--- config.mk ---
export PLATFORM = sky130hd
export DESIGN_NAME = multi_channel_silence_detector_flat
export DESIGN_NICKNAME = d
export VERILOG_FILES = /design/src/rtl/multi_channel_silence_detector_if.sv /design/src/rtl/multi_channel_silence_detector.sv /design/src/flat_wrapper.sv
export SDC_FILE = /design/constraint.sdc
export NUM_CORES = 1
export LEC_CHECK = 0
export ABC_AREA = 1
export CAP_MARGIN = 20
export CORE_UTILIZATION = 41
export DETAILED_ROUTE_END_ITERATION = 12
export PLACE_DENSITY_LB_ADDON = 0.1
export SETUP_SLACK_MARGIN = 0.4
export SKIP_CTS_REPAIR_TIMING = 1
export SYNTH_ARGS = -nofsm -noshare
export SYNTH_HDL_FRONTEND = slang
export SYNTH_SLANG_ARGS = --single-unit
export TNS_END_PERCENT = 30
--- constraint.sdc ---
create_clock -name clk -period 1.5 [get_ports clk]
set_input_delay 0.225 -clock clk [delete_from_list [all_inputs] [get_ports clk]]
set_output_delay 0.225 -clock clk [all_outputs]
set_load 0.01 [all_outputs]
--- src/rtl/multi_channel_silence_detector_if.sv ---
// ---------------------------------------------------------------------------
// multi_channel_silence_detector_if
//
// Purpose:
//   Bundles the sample input and the sleep/wake status outputs of the
//   multi-channel silence detector into one interface. The deserialiser
//   side (master) presents sample sets; the detector (slave) returns its
//   registered status.
//
// Parameters:
//   NUM_CH      number of channels
//   DATA_W      sample width, two's complement
//   ZERO_LIMIT  saturation value of the per-channel quiet counters
//   CNT_W       derived counter width, $clog2(ZERO_LIMIT+1)
//
// Signals:
//   sample_valid  master->slave  one-cycle strobe, data_in holds a new set
//   data_in       master->slave  packed samples, ch0 in [DATA_W-1:0]
//   sleep         slave->master  1 while the detector is asleep
//   sleep_enter   slave->master  1-cycle pulse on ACTIVE->SLEEP
//   sleep_exit    slave->master  1-cycle pulse on SLEEP->ACTIVE
//   ch_zero       slave->master  bit i = channel i counter saturated
//   zero_count    slave->master  packed per-channel counters, ch0 at LSBs
// ---------------------------------------------------------------------------
interface multi_channel_silence_detector_if #(
  parameter int NUM_CH     = 2,
  parameter int DATA_W     = 16,
  parameter int ZERO_LIMIT = 800
);

  localparam int CNT_W = $clog2(ZERO_LIMIT + 1);

  logic                      sample_valid;
  logic [NUM_CH*DATA_W-1:0]  data_in;
  logic                      sleep;
  logic                      sleep_enter;
  logic                      sleep_exit;
  logic [NUM_CH-1:0]         ch_zero;
  logic [NUM_CH*CNT_W-1:0]   zero_count;

  modport master (
    output sample_valid,
    output data_in,
    input  sleep,
    input  sleep_enter,
    input  sleep_exit,
    input  ch_zero,
    input  zero_count
  );

  modport slave (
    input  sample_valid,
    input  data_in,
    output sleep,
    output sleep_enter,
    output sleep_exit,
    output ch_zero,
    output zero_count
  );

endinterface

--- src/rtl/multi_channel_silence_detector.sv ---
// ---------------------------------------------------------------------------
// multi_channel_silence_detector
//
// Purpose:
//   N-channel silence detector for the MSDAP input path. Each channel keeps
//   a saturating count of consecutive quiet samples (signed value within
//   +/-ZERO_TOL). When every channel has seen ZERO_LIMIT consecutive quiet
//   samples the detector goes to SLEEP so the filter core can stop
//   computing; the first non-quiet sample on any channel wakes it again.
//
// Parameters:
//   NUM_CH      number of channels, >= 1
//   DATA_W      sample width, two's complement
//   ZERO_LIMIT  consecutive quiet samples required per channel, >= 1
//   ZERO_TOL    quiet band magnitude, 0 = exact zero only
//
// Ports:
//   clk      in   system clock, everything on posedge
//   clear_n  in   synchronous active-low reset
//   bus      slave modport of multi_channel_silence_detector_if carrying
//            sample_valid/data_in in and sleep, sleep_enter, sleep_exit,
//            ch_zero, zero_count out (all outputs registered, latency 1)
// ---------------------------------------------------------------------------
module multi_channel_silence_detector #(
  parameter int NUM_CH     = 2,
  parameter int DATA_W     = 16,
  parameter int ZERO_LIMIT = 800,
  parameter int ZERO_TOL   = 0
) (
  input  logic                                clk,
  input  logic                                clear_n,
  multi_channel_silence_detector_if.slave     bus
);

  localparam int CNT_W = $clog2(ZERO_LIMIT + 1);

  localparam logic [CNT_W-1:0] LIMIT_C = CNT_W'(ZERO_LIMIT);

  // Quiet band bounds as signed DATA_W values. The band is tested with two
  // signed compares rather than abs(), so the most negative code is never
  // quiet (its magnitude cannot be represented).
  localparam logic signed [DATA_W-1:0] TOL_P = DATA_W'(ZERO_TOL);
  localparam logic signed [DATA_W-1:0] TOL_N = DATA_W'(-ZERO_TOL);

  typedef enum logic {
    ACTIVE = 1'b0,
    SLEEP  = 1'b1
  } state_t;

  state_t state;
  state_t state_next;

  logic              enter_q;
  logic              exit_q;
  logic              enter_next;
  logic              exit_next;

  logic [CNT_W-1:0]  cnt      [NUM_CH];
  logic [CNT_W-1:0]  cnt_next [NUM_CH];
  logic [NUM_CH-1:0] ch_zero_q;
  logic [NUM_CH-1:0] zero_next;
  logic [NUM_CH-1:0] quiet;

  logic signed [DATA_W-1:0] sample [NUM_CH];

  // Per-channel datapath: quiet test, saturating next count, and the
  // saturation flag that the register and the FSM both look at.
  genvar g;
  for (g = 0; g < NUM_CH; g++) begin : g_ch
    assign sample[g]    = bus.data_in[g*DATA_W +: DATA_W];
    assign quiet[g]     = (sample[g] >= TOL_N) && (sample[g] <= TOL_P);
    assign cnt_next[g]  = !quiet[g]              ? '0 :
                          (cnt[g] == LIMIT_C)    ? LIMIT_C :
                                                   cnt[g] + CNT_W'(1);
    assign zero_next[g] = (cnt_next[g] == LIMIT_C);
    assign bus.zero_count[g*CNT_W +: CNT_W] = cnt[g];
  end

  // Counters and saturation flags only move on a valid sample set; reset
  // wins over sample_valid.
  always_ff @(posedge clk) begin
    if (!clear_n) begin
      for (int i = 0; i < NUM_CH; i++) begin
        cnt[i] <= '0;
      end
      ch_zero_q <= '0;
    end else if (bus.sample_valid) begin
      for (int i = 0; i < NUM_CH; i++) begin
        cnt[i] <= cnt_next[i];
      end
      ch_zero_q <= zero_next;
    end
  end

  // State register plus the registered one-cycle transition pulses.
  always_ff @(posedge clk) begin
    if (!clear_n) begin
      state   <= ACTIVE;
      enter_q <= 1'b0;
      exit_q  <= 1'b0;
    end else begin
      state   <= state_next;
      enter_q <= enter_next;
      exit_q  <= exit_next;
    end
  end

  // Sleep is entered from the post-update saturation flags, so the set that
  // saturates the last channel is the one that puts the block to sleep.
  // Wake uses the raw quiet test: any loud channel on a valid set wakes,
  // and only that channel's counter is cleared by the datapath above.
  always_comb begin
    state_next = state;
    enter_next = 1'b0;
    exit_next  = 1'b0;
    if (bus.sample_valid) begin
      case (state)
        ACTIVE: begin
          if (&zero_next) begin
            state_next = SLEEP;
            enter_next = 1'b1;
          end
        end
        SLEEP: begin
          if (!(&quiet)) begin
            state_next = ACTIVE;
            exit_next  = 1'b1;
          end
        end
        default: begin
          state_next = ACTIVE;
        end
      endcase
    end
  end

  assign bus.sleep       = (state == SLEEP);
  assign bus.sleep_enter = enter_q;
  assign bus.sleep_exit  = exit_q;
  assign bus.ch_zero     = ch_zero_q;

endmodule

--- src/flat_wrapper.sv ---
// flat-port wrapper written by rule: the top's interface ports become plain ports
module multi_channel_silence_detector_flat 
#(
  parameter int NUM_CH     = 2,
  parameter int DATA_W     = 16,
  parameter int ZERO_LIMIT = 800,
  parameter int ZERO_TOL   = 0
)
  (clk, clear_n, bus_sample_valid, bus_data_in, bus_sleep, bus_sleep_enter, bus_sleep_exit, bus_ch_zero, bus_zero_count);
  multi_channel_silence_detector_if #(.NUM_CH(NUM_CH), .DATA_W(DATA_W), .ZERO_LIMIT(ZERO_LIMIT)) bus_i ();
  input  logic clk;
  input  logic clear_n;
  input wire logic [$bits(bus_i.sample_valid)-1:0] bus_sample_valid;
  input wire logic [$bits(bus_i.data_in)-1:0] bus_data_in;
  output wire logic [$bits(bus_i.sleep)-1:0] bus_sleep;
  output wire logic [$bits(bus_i.sleep_enter)-1:0] bus_sleep_enter;
  output wire logic [$bits(bus_i.sleep_exit)-1:0] bus_sleep_exit;
  output wire logic [$bits(bus_i.ch_zero)-1:0] bus_ch_zero;
  output wire logic [$bits(bus_i.zero_count)-1:0] bus_zero_count;
  assign bus_i.sample_valid = bus_sample_valid;
  assign bus_i.data_in = bus_data_in;
  assign bus_sleep = bus_i.sleep;
  assign bus_sleep_enter = bus_i.sleep_enter;
  assign bus_sleep_exit = bus_i.sleep_exit;
  assign bus_ch_zero = bus_i.ch_zero;
  assign bus_zero_count = bus_i.zero_count;
  multi_channel_silence_detector #(.NUM_CH(NUM_CH), .DATA_W(DATA_W), .ZERO_LIMIT(ZERO_LIMIT), .ZERO_TOL(ZERO_TOL)) u_core (.clk(clk), .clear_n(clear_n), .bus(bus_i));
endmodule
# --- Yosys cells after proc, flatten, opt, wreduce, memory -nomap -nowiden ---
# Memory sizes are Yosys's and may differ from the RTL's.
# Index checks and enable logic that the tools add are counted.
word_totals:
  ff_bits: 5
  mem_bits_rw: 20
  output_inout_bits: 25
  elab_cells: 40
  memories: 1
memory_table:
  columns: ["name", "words", "word_bits", "read_ports", "rd_clocked_by_memory_dff", "write_ports", "line_no", "source"]
  rows:
  - ["u_core.cnt", 2, 10, 2, 0, 2, "multi_channel_silence_detector.sv:58", "logic [CNT_W-1:0] cnt [NUM_CH];"]
op_classes:
  addsub: 2
  n_lt_le_gt_ge: 4
  eq_ne: 4
  muxes: 14
  bitwise_logic: 5
  n_reduce_logical: 6
ops:
  columns: ["operator", "n"]
  rows:
  - ["2-to-1 mux 10 bit", 6]
  - ["== test 10 bit (second input constant)", 4]
  - [">= comparator 16 x 1 -> 1 bit (second input constant)", 2]
  - ["<= comparator 16 x 1 -> 1 bit (second input constant)", 2]
  - ["adder 10 x 1 -> 10 bit (second input constant)", 2]
  - ["2-to-1 mux 1 bit", 7]
  - ["AND reduction 2 bit", 2]
  - ["NOT 1 bit", 3]
  - ["AND reduction 3 bit", 1]
  - ["OR reduction 3 bit", 1]
  - ["logical AND 1 bit", 2]
  - ["OR 1 bit", 2]
  - ["case mux 1 bit (2 select lines)", 1]

# --- Longest topological paths before layout ---
# Gate-level depths: netlist (run 1).
depth:
  depth_word: 7
  mapped_depth: 12
  depth_no_buf: 12

# --- Least setup slack after synthesis (run 1) ---
# Ideal clock, no wire load.
synth_path:
  kind: "register to register"
  from: "memory u_core.cnt[0][10] (netlist bit)"
  to: "register u_core.state, in the netlist u_core.bus.sleep"
  setup_time_ns: 0.071
  arrival_time_ns: 1.536
  required_time_ns: 1.429
  path_slack_ns: -0.107
  path_stages_with_launch: 13
  path_buffers: 0
  period_less_slack_ns: 1.607
  path_cell_list: "edfxtp_1 -> inv_1 -> ha_1 -> inv_1 -> nor2_1 -> nand3_1 -> nor2_1 -> nor2_2 -> nand2_1 -> nand3_1 -> nor2_1 -> nand3_1 -> o21bai_1"
synth_lines:
  columns: ["item", "line_no", "source"]
  rows:
  - ["start, declared", "multi_channel_silence_detector.sv:58", null]
  - ["end signal, assigned", "multi_channel_silence_detector.sv:102", "state <= state_next;"]
  - ["end, declared", "multi_channel_silence_detector.sv:50", "state_t state;"]

==> results of run 1 <==
==> per-stage QoR <==
step           utilization (%)  cell area [um2]  worst slack (ps)
6_report                  79.5             3180              -214
5_1_grt                   79.5             3180              -339
4_1_cts                   68.6             2750              -350
3_5_place_dp              67.5             2700              -351
3_3_place_gp              67.5             2700              -327
2_1_floorplan                -             1720              -107
==> layer usage <==
layer  vias to the layer above  global-route usage (%)
li1                        994                       -
met1                       925                    30.7
met2                        94                    34.2
met3                        15                    2.23
met4                         0                    5.59
met5                         -                       0
==> final timing paths <==
| check | start | slack [ps] | end |
|---|---|---|---|
| worst max register to register | u_core.cnt[0][10] | -210 | u_core.bus.sleep |
| worst min register to register | u_core.bus.ch_zero[1] | 480 | u_core.bus.ch_zero[1] |
| worst max-delay path | u_core.cnt[0][10] | -210 | u_core.bus.sleep |
| worst min-delay path | u_core.bus.ch_zero[1] | 480 | u_core.bus.ch_zero[1] |
==> logic make-up after synthesis <==
kind of cell	after synthesis	synth area share [%]
AO/OA/AOI/OAI	13	4.46
XOR/XNOR	5	2.56
adder cells (fa/ha/maj)	4	2.93
buffers and inverters	35	8.71
flip-flops	25	41.0
AND/OR/NAND/NOR	155	40.4
==> state kept, by name, summed over array words and instances (netlist names) <==
register                flops
u_core.bus.ch_zero          2
u_core.bus.sleep            1
u_core.bus.sleep_enter      1
u_core.bus.sleep_exit       1
u_core.cnt                 20
==> power by group through the flow <==
| stage | logic [uW] | registers (uW) | clock network, uW |
|---|---|---|---|
| CTS | 304 | 792 | 410 |
| finish | 354 | 796 | 405 |
| detailed placement | 303 | 808 | 0 |
| global route | 383 | 799 | 426 |
| global placement | 299 | 808 | 0 |
| floorplan | 79.5 | 821 | 0 |
==> area by class of cell <==
class | count | area [um2]
clock buffers | 4 | 45.0
fillers | 280 | 820
inverters | 33 | 134
multi-input cells | 177 | 1130
flip-flops and latches | 25 | 701
well taps | 50 | 62.6
repair buffers | 113 | 1100
==> cells in the mapped netlist, drive strengths merged <==
cell / n
nand4: 5
xnor2: 1
buf: 1
clkbuf: 1
nor2: 57
a21oi: 6
dfxtp: 5
o21ai: 5
nor3: 9
inv: 32
nand2: 65
edfxtp: 20
o211a: 1
bufinv: 1
ha: 4
o21bai: 1
nor4: 1
nand3: 17
xor2: 4
nor3b: 1
==> worst max-delay path, delay by kind of cell (launching register included) <==
kind | cells | cell delay, ps
AO/OA/AOI/OAI | 1 | 120
adder cells (fa/ha/maj) | 1 | 130
flip-flops | 1 | 470
buffers and inverters | 2 | 160
AND/OR/NAND/NOR | 8 | 780
==> placed cells by master (no fill, tap or decap), types with 2 or more instances in the layout <==
master,netlist,layout
nand4_1,5,5
inv_2,0,5
o21ai_1,1,2
nor3_2,0,2
nor2_4,3,13
nand2_4,1,3
nand2_1,61,48
dfxtp_1,5,5
xor2_1,4,4
buf_4,1,33
ha_4,0,3
buf_6,0,30
nand2_2,3,14
clkbuf_8,0,3
nand3_1,15,6
a21oi_2,1,4
edfxtp_1,20,20
o21ai_2,0,3
buf_2,0,4
dlymetal6s2s_1,0,11
nand3_2,2,10
nor2_1,50,34
inv_1,32,26
nor3_1,9,7
clkdlybuf4s50_1,0,34
nor2_2,4,10
==> impl_results.md, run 1 <==
- Setup TNS: -2130 ps
- DR WL met3: 417 um
- WL met1: 2210 um
- Pwr/cell area: 489 mW/mm2
- Critical Path End Type: flop
- Diodes inserted: 0
- Final setup viols: 21
- Iteration-0 DRC Markers: 122
- Core Box Area: 0.00400 mm2
- CTS Sinks: 25
- Crit-path cells: inv_2 -> ha_4 -> inv_2 -> nor2_4 -> nand3_2 -> nor2_4 -> nor2_4 -> nand2_2 -> nand3_1 -> nor2_2 -> nand3_2 -> o21bai_1
- Clock Skew: 4.80 ps
- DRC errors left: 0
- Routed wire length: 5150 um
- Non-Filler Instances: 402
- Post-detail-place hpwl: 3600 um
- Worst skew pair latency: 270 ps
- Status: finished, violations left
- Clock-pin slew of the registers on the worst-case setup and hold paths: 90 ps
- Row cnt: 23
- Ports: 60
- VDD IR-drop max: 0.000305 V
- Leading post-synthesis cells by cell area: edfxtp_1 35%, nand2_1 13%, nor2_1 11%, inv_1 7.0%, dfxtp_1 5.9%
- Highest-delay cell along the critical path: edfxtp_1
- Initial antenna violation count: 0
- Gate power share: 22.8%
- Nets: 392
- Max frequency: 583 MHz
- Post-synth top area share: 35.1%
- Post-synthesis cell count: 237
- First-pass GRT wire length: 7250 um
- Reg power frac: 51.2%
- MaxCap Viol Count: 0
- R2R depth: 12
- WHS: 482 ps
- Flops & latches, synth: 25
- Final-report hold violation count: 0
- Worst min-delay path class: flop to flop
- Syn_nets: 276
- Kind of critical path: flop to flop
- H-tree levels: 1
- Sw Pwr: 389 uW
- Final period util: 114%
- Placed cells: 388
- Wirelength per Cell: 12.8 um
- Least-Margin Pin Slew: 328 ps
- Largest net degree at the start of global routing: 16
- Sequential cell area fraction in the yosys report: 41.0%
- RePlAce Congestion: 0.867
- Total GRT Usage: 21.5%
- Crit start category: flop
- Clock power share: 26.1%
- Relative slew slack: 77.9%
- Failing checks: setup timing
- Via count: 2,028
- Antenna Violating Nets Remaining: 0
- Die Span Y: 66.6 um
- Required @ worst endpoint: 1710 ps
- Critical path arrival: 1930 ps
- Tot Pwr: 1560 uW
- CP peak stage delay: 470 ps
- CTS tree: built
- Slew Limit Fails: 0
- Max layer used: met4
- Vias in the first global route: 1,669
- Setup ws final: -214 ps
- Hold Path Stages: 2
- Int Pwr: 1170 uW
- Initial core utilization: 42.8%
- Fin crit period: 1710 ps
- Leak pwr: 0.00148 uW
- CP dominant cell by count: nor2_4
- Unrepaired setup endpoints after global routing: yes
- CTS root buffer: clkbuf_8
- Avg Vias per Cell: 5.04
- CTS buffer count: 3
- Syn_area_per_cell: 7.22 um2
- Yosys cell types: 27
- Yosys warns: 0
- Netlist Area Pre-Place: 0.00171 mm2
- Die ar.: 0.00443 mm2
- Share of layout cells above drive strength 1: 40.9%
- # port buffers: 59
- Sw Share: 25.0%
- Area Growth Syn to Fin: 86.0%
- GR Overflow Total: 0
- Die Wd: 66.6 um
- Max Root-Sink Buffers: 2
- Largest area contributor in the synthesized netlist: edfxtp_1
- Met2 wire len: 2420 um
- Max FO, Critical Path: 7
- Drt first pass iters: 4
No activity file was read; power rests on OpenSTA's default activity.
==> run 2, diff against run 1 <==
GPL_TIMING_DRIVEN = 0   (was default)
==> run 2 against run 1 <==
The run still ends with setup timing left; power down 4.4%; critical path depth unchanged; core utilization down 12 points; worst hold slack worse by 110 ps; sequential power up 0.5%; critical path type unchanged; combinational power down 24%; fmax down 2.9%; clock-buffer cell count unchanged; first-iteration DRC count down 49%; flip-flop and latch count unchanged; sequential share of layout area up 4.1 points.
==> impl_results.md, run 2 (same netlist as run 1, synthesis figures left out) <==
- Final Cell Area: 0.00269 mm2 (was 0.00318 mm2)
- Max FO, Critical Path: 7 (unchanged)
- Dpl cell area: 0.00237 mm2 (was 0.00270 mm2)
- Die Wd: 66.6 um (unchanged)
- Worst min-delay path class: primary input to flop (was flop to flop)
- Non-Filler Instances: 363 (was 402)
- H-tree levels: 1 (unchanged)
- Most frequent cells in the layout: 50 x nand2_1, 39 x nor2_1, 33 x clkdlybuf4s50_1, 25 x inv_1, 20 x edfxtp_1 (was 48 x nand2_1, 34 x nor2_1, 34 x clkdlybuf4s50_1, 33 x buf_4, 30 x buf_6)
- Top reg by flops: u_core.cnt (unchanged)
- Final setup viols: 13 (was 21)
- MaxCap Viol Count: 0 (unchanged)
- Hold Path Stages: 3 (was 2)
- Setup ws final: -264 ps (was -214 ps)
- Largest net degree at the start of global routing: 21 (was 16)
- Routed wire length: 4450 um (was 5150 um)
- Area Growth Syn to Fin: 57.1% (was 86.0%)
- Critical path arrival: 1980 ps (was 1930 ps)
- Area of the multi-input gates: 0.00105 mm2 (was 0.00113 mm2)
- Ports: 60 (unchanged)
- # port buffers: 59 (unchanged)
- Worst skew pair latency: 270 ps (about the same)
- Crit start category: flop (unchanged)
- Slew Limit Fails: 0 (unchanged)
- Most common cell after layout, fill and taps aside: nand2_1 (unchanged)
- Clock-pin slew of the registers on the worst-case setup and hold paths: 90 ps (about the same)
- DRC errors left: 0 (unchanged)
- Final period util: 118% (was 114%)
- Hold Crit Endpoint: u_core.bus.ch_zero[1] (unchanged)
- Leak pwr: 0.00128 uW (was 0.00148 uW)
- Wirelength per Cell: 12.3 um (was 12.8 um)
- Initial core utilization: 42.8% (unchanged)
- Initial antenna violation count: 0 (unchanged)
- Final-report hold violation count: 0 (unchanged)
- Total GRT Usage: 19.9% (was 21.5%)
- Relative slew slack: 73.9% (was 77.9%)
- First-pass GRT wire length: 6650 um (was 7250 um)
- Max frequency: 567 MHz (was 583 MHz)
- Unrepaired setup endpoints after global routing: yes (unchanged)
- Drt first pass iters: 4 (unchanged)
- CTS tree: built (unchanged)
- Hold path start: clear_n (was u_core.bus.ch_zero[1])
- Worst flop-to-flop path startpoint: u_core.cnt[0][10] (unchanged)
- Max reg flops: 20 (unchanged)
- CTS Sinks: 25 (unchanged)
- Row cnt: 23 (unchanged)
- VDD IR-drop max: 0.000414 V (was 0.000305 V)
- Status: finished, violations left (unchanged)
- Die ar.: 0.00443 mm2 (unchanged)
- R2R depth: 12 (unchanged)
- RR Endpoint: u_core.bus.sleep (unchanged)
- Required @ worst endpoint: 1710 ps (about the same)
- Vias in the first global route: 1,541 (was 1,669)
- Clock Skew: 1.86 ps (was 4.80 ps)
- Avg Vias per Cell: 4.87 (was 5.04)
- RePlAce Congestion: 0.860 (was 0.867)
- Register Area: 701 um2 (unchanged)
- Pwr/cell area: 554 mW/mm2 (was 489 mW/mm2)
- Flop2flop setup slack: -260 ps (was -210 ps)
- CTS root buffer: clkbuf_8 (unchanged)
- Iteration-0 DRC Markers: 62 (was 122)
- Tot Pwr: 1490 uW (was 1560 uW)
- # fillers: 347 (was 280)
- Failing checks: setup timing (unchanged)
- Antenna Violating Nets Remaining: 0 (unchanged)
- Diodes inserted: 0 (unchanged)
- Core Box Area: 0.00400 mm2 (unchanged)
- Via count: 1,768 (was 2,028)
- CTS buffer count: 3 (unchanged)
- Max Root-Sink Buffers: 2 (unchanged)
- Kind of critical path: flop to flop (unchanged)
- Nets: 353 (was 392)
- Post-detail-place hpwl: 3170 um (was 3600 um)
- Least-Margin Pin Slew: 390 ps (was 328 ps)
- Die Span Y: 66.6 um (unchanged)
- Fin crit period: 1760 ps (was 1710 ps)
- WHS: 372 ps (was 482 ps)
- Placed cells: 346 (was 388)
- Share of layout cells above drive strength 1: 29.1% (was 40.9%)
- GR Overflow Total: 0 (unchanged)
- Critical Path End Type: flop (unchanged)
-- run 2: changes by cell type in the layout (fill, tap and decap cells not counted), moves of 3 or more --
cell	change
buf_6	-27
buf_4	-20
buf_2	+5
nor2_1	+5
nor2_4	-4
dlymetal6s2s_1	+3
-- run 2: how the worst max path moves through the flow --
| stage | to | slack [ps] | from |
|---|---|---|---|
| floorplan | u_core.bus.sleep | -110 | u_core.cnt[0][10] |
| global placement | u_core.bus.sleep | -430 | bus_data_in[31] |
| detailed placement | u_core.bus.sleep | -460 | bus_data_in[31] |
| CTS | u_core.bus.sleep | -390 | u_core.cnt[0][10] |
| global route | u_core.bus.sleep | -450 | u_core.cnt[0][10] |
| finish | u_core.bus.sleep | -260 | u_core.cnt[0][10] |
-- run 2: worst max-delay path, cell delays in order (launching register included) --
cell	delay, ps
edfxtp_1	490
inv_2	110
ha_4	130
inv_2	40
nor2_4	110
nand3_2	90
nor2_4	130
nor2_4	70
nand2_2	100
nand3_2	80
nor2_2	130
nand3_2	90
o21bai_1	140
-- run 2: layer usage --
metal  vias up  track usage (%)  share of wire (%)  wire length [um]
met5         -                0                  0                 0
met4         0             8.78                1.3                60
met3         5             3.42                7.4               330
met2        65             29.8                 43              1910
met1       785             27.8                 48              2140
li1        913                -                  -                 -
-- run 2: area by class of cell --
| class | instances | share of cell area (%) |
|---|---|---|
| plain buffers | 2 | 0.466 |
| multi-input cells | 177 | 39.3 |
| flip-flops and latches | 25 | 26.1 |
| repair buffers | 72 | 25.3 |
| inverters | 33 | 4.89 |
| well taps | 50 | 2.33 |
| clock buffers | 4 | 1.68 |
-- run 2: stage by stage --
step           setup slack (ps)  TNS [ps]  utilization (%)
6_report                   -264     -1570             67.2
5_1_grt                    -453     -3220             67.2
4_1_cts                    -386     -4250             60.3
3_5_place_dp               -462    -14790             59.2
3_3_place_gp               -426    -14840             59.2
2_1_floorplan              -107      -246                -
-- run 2: power breakdown --
group / switching [uW] / internal, uW / leakage (uW) / total (uW)
combinational: 118 / 152 / 0.000996 / 270
clock: 227 / 191 / 0.0000228 / 417
sequential: 31.6 / 769 / 0.000263 / 800
total: 377 / 1110 / 0.00128 / 1490
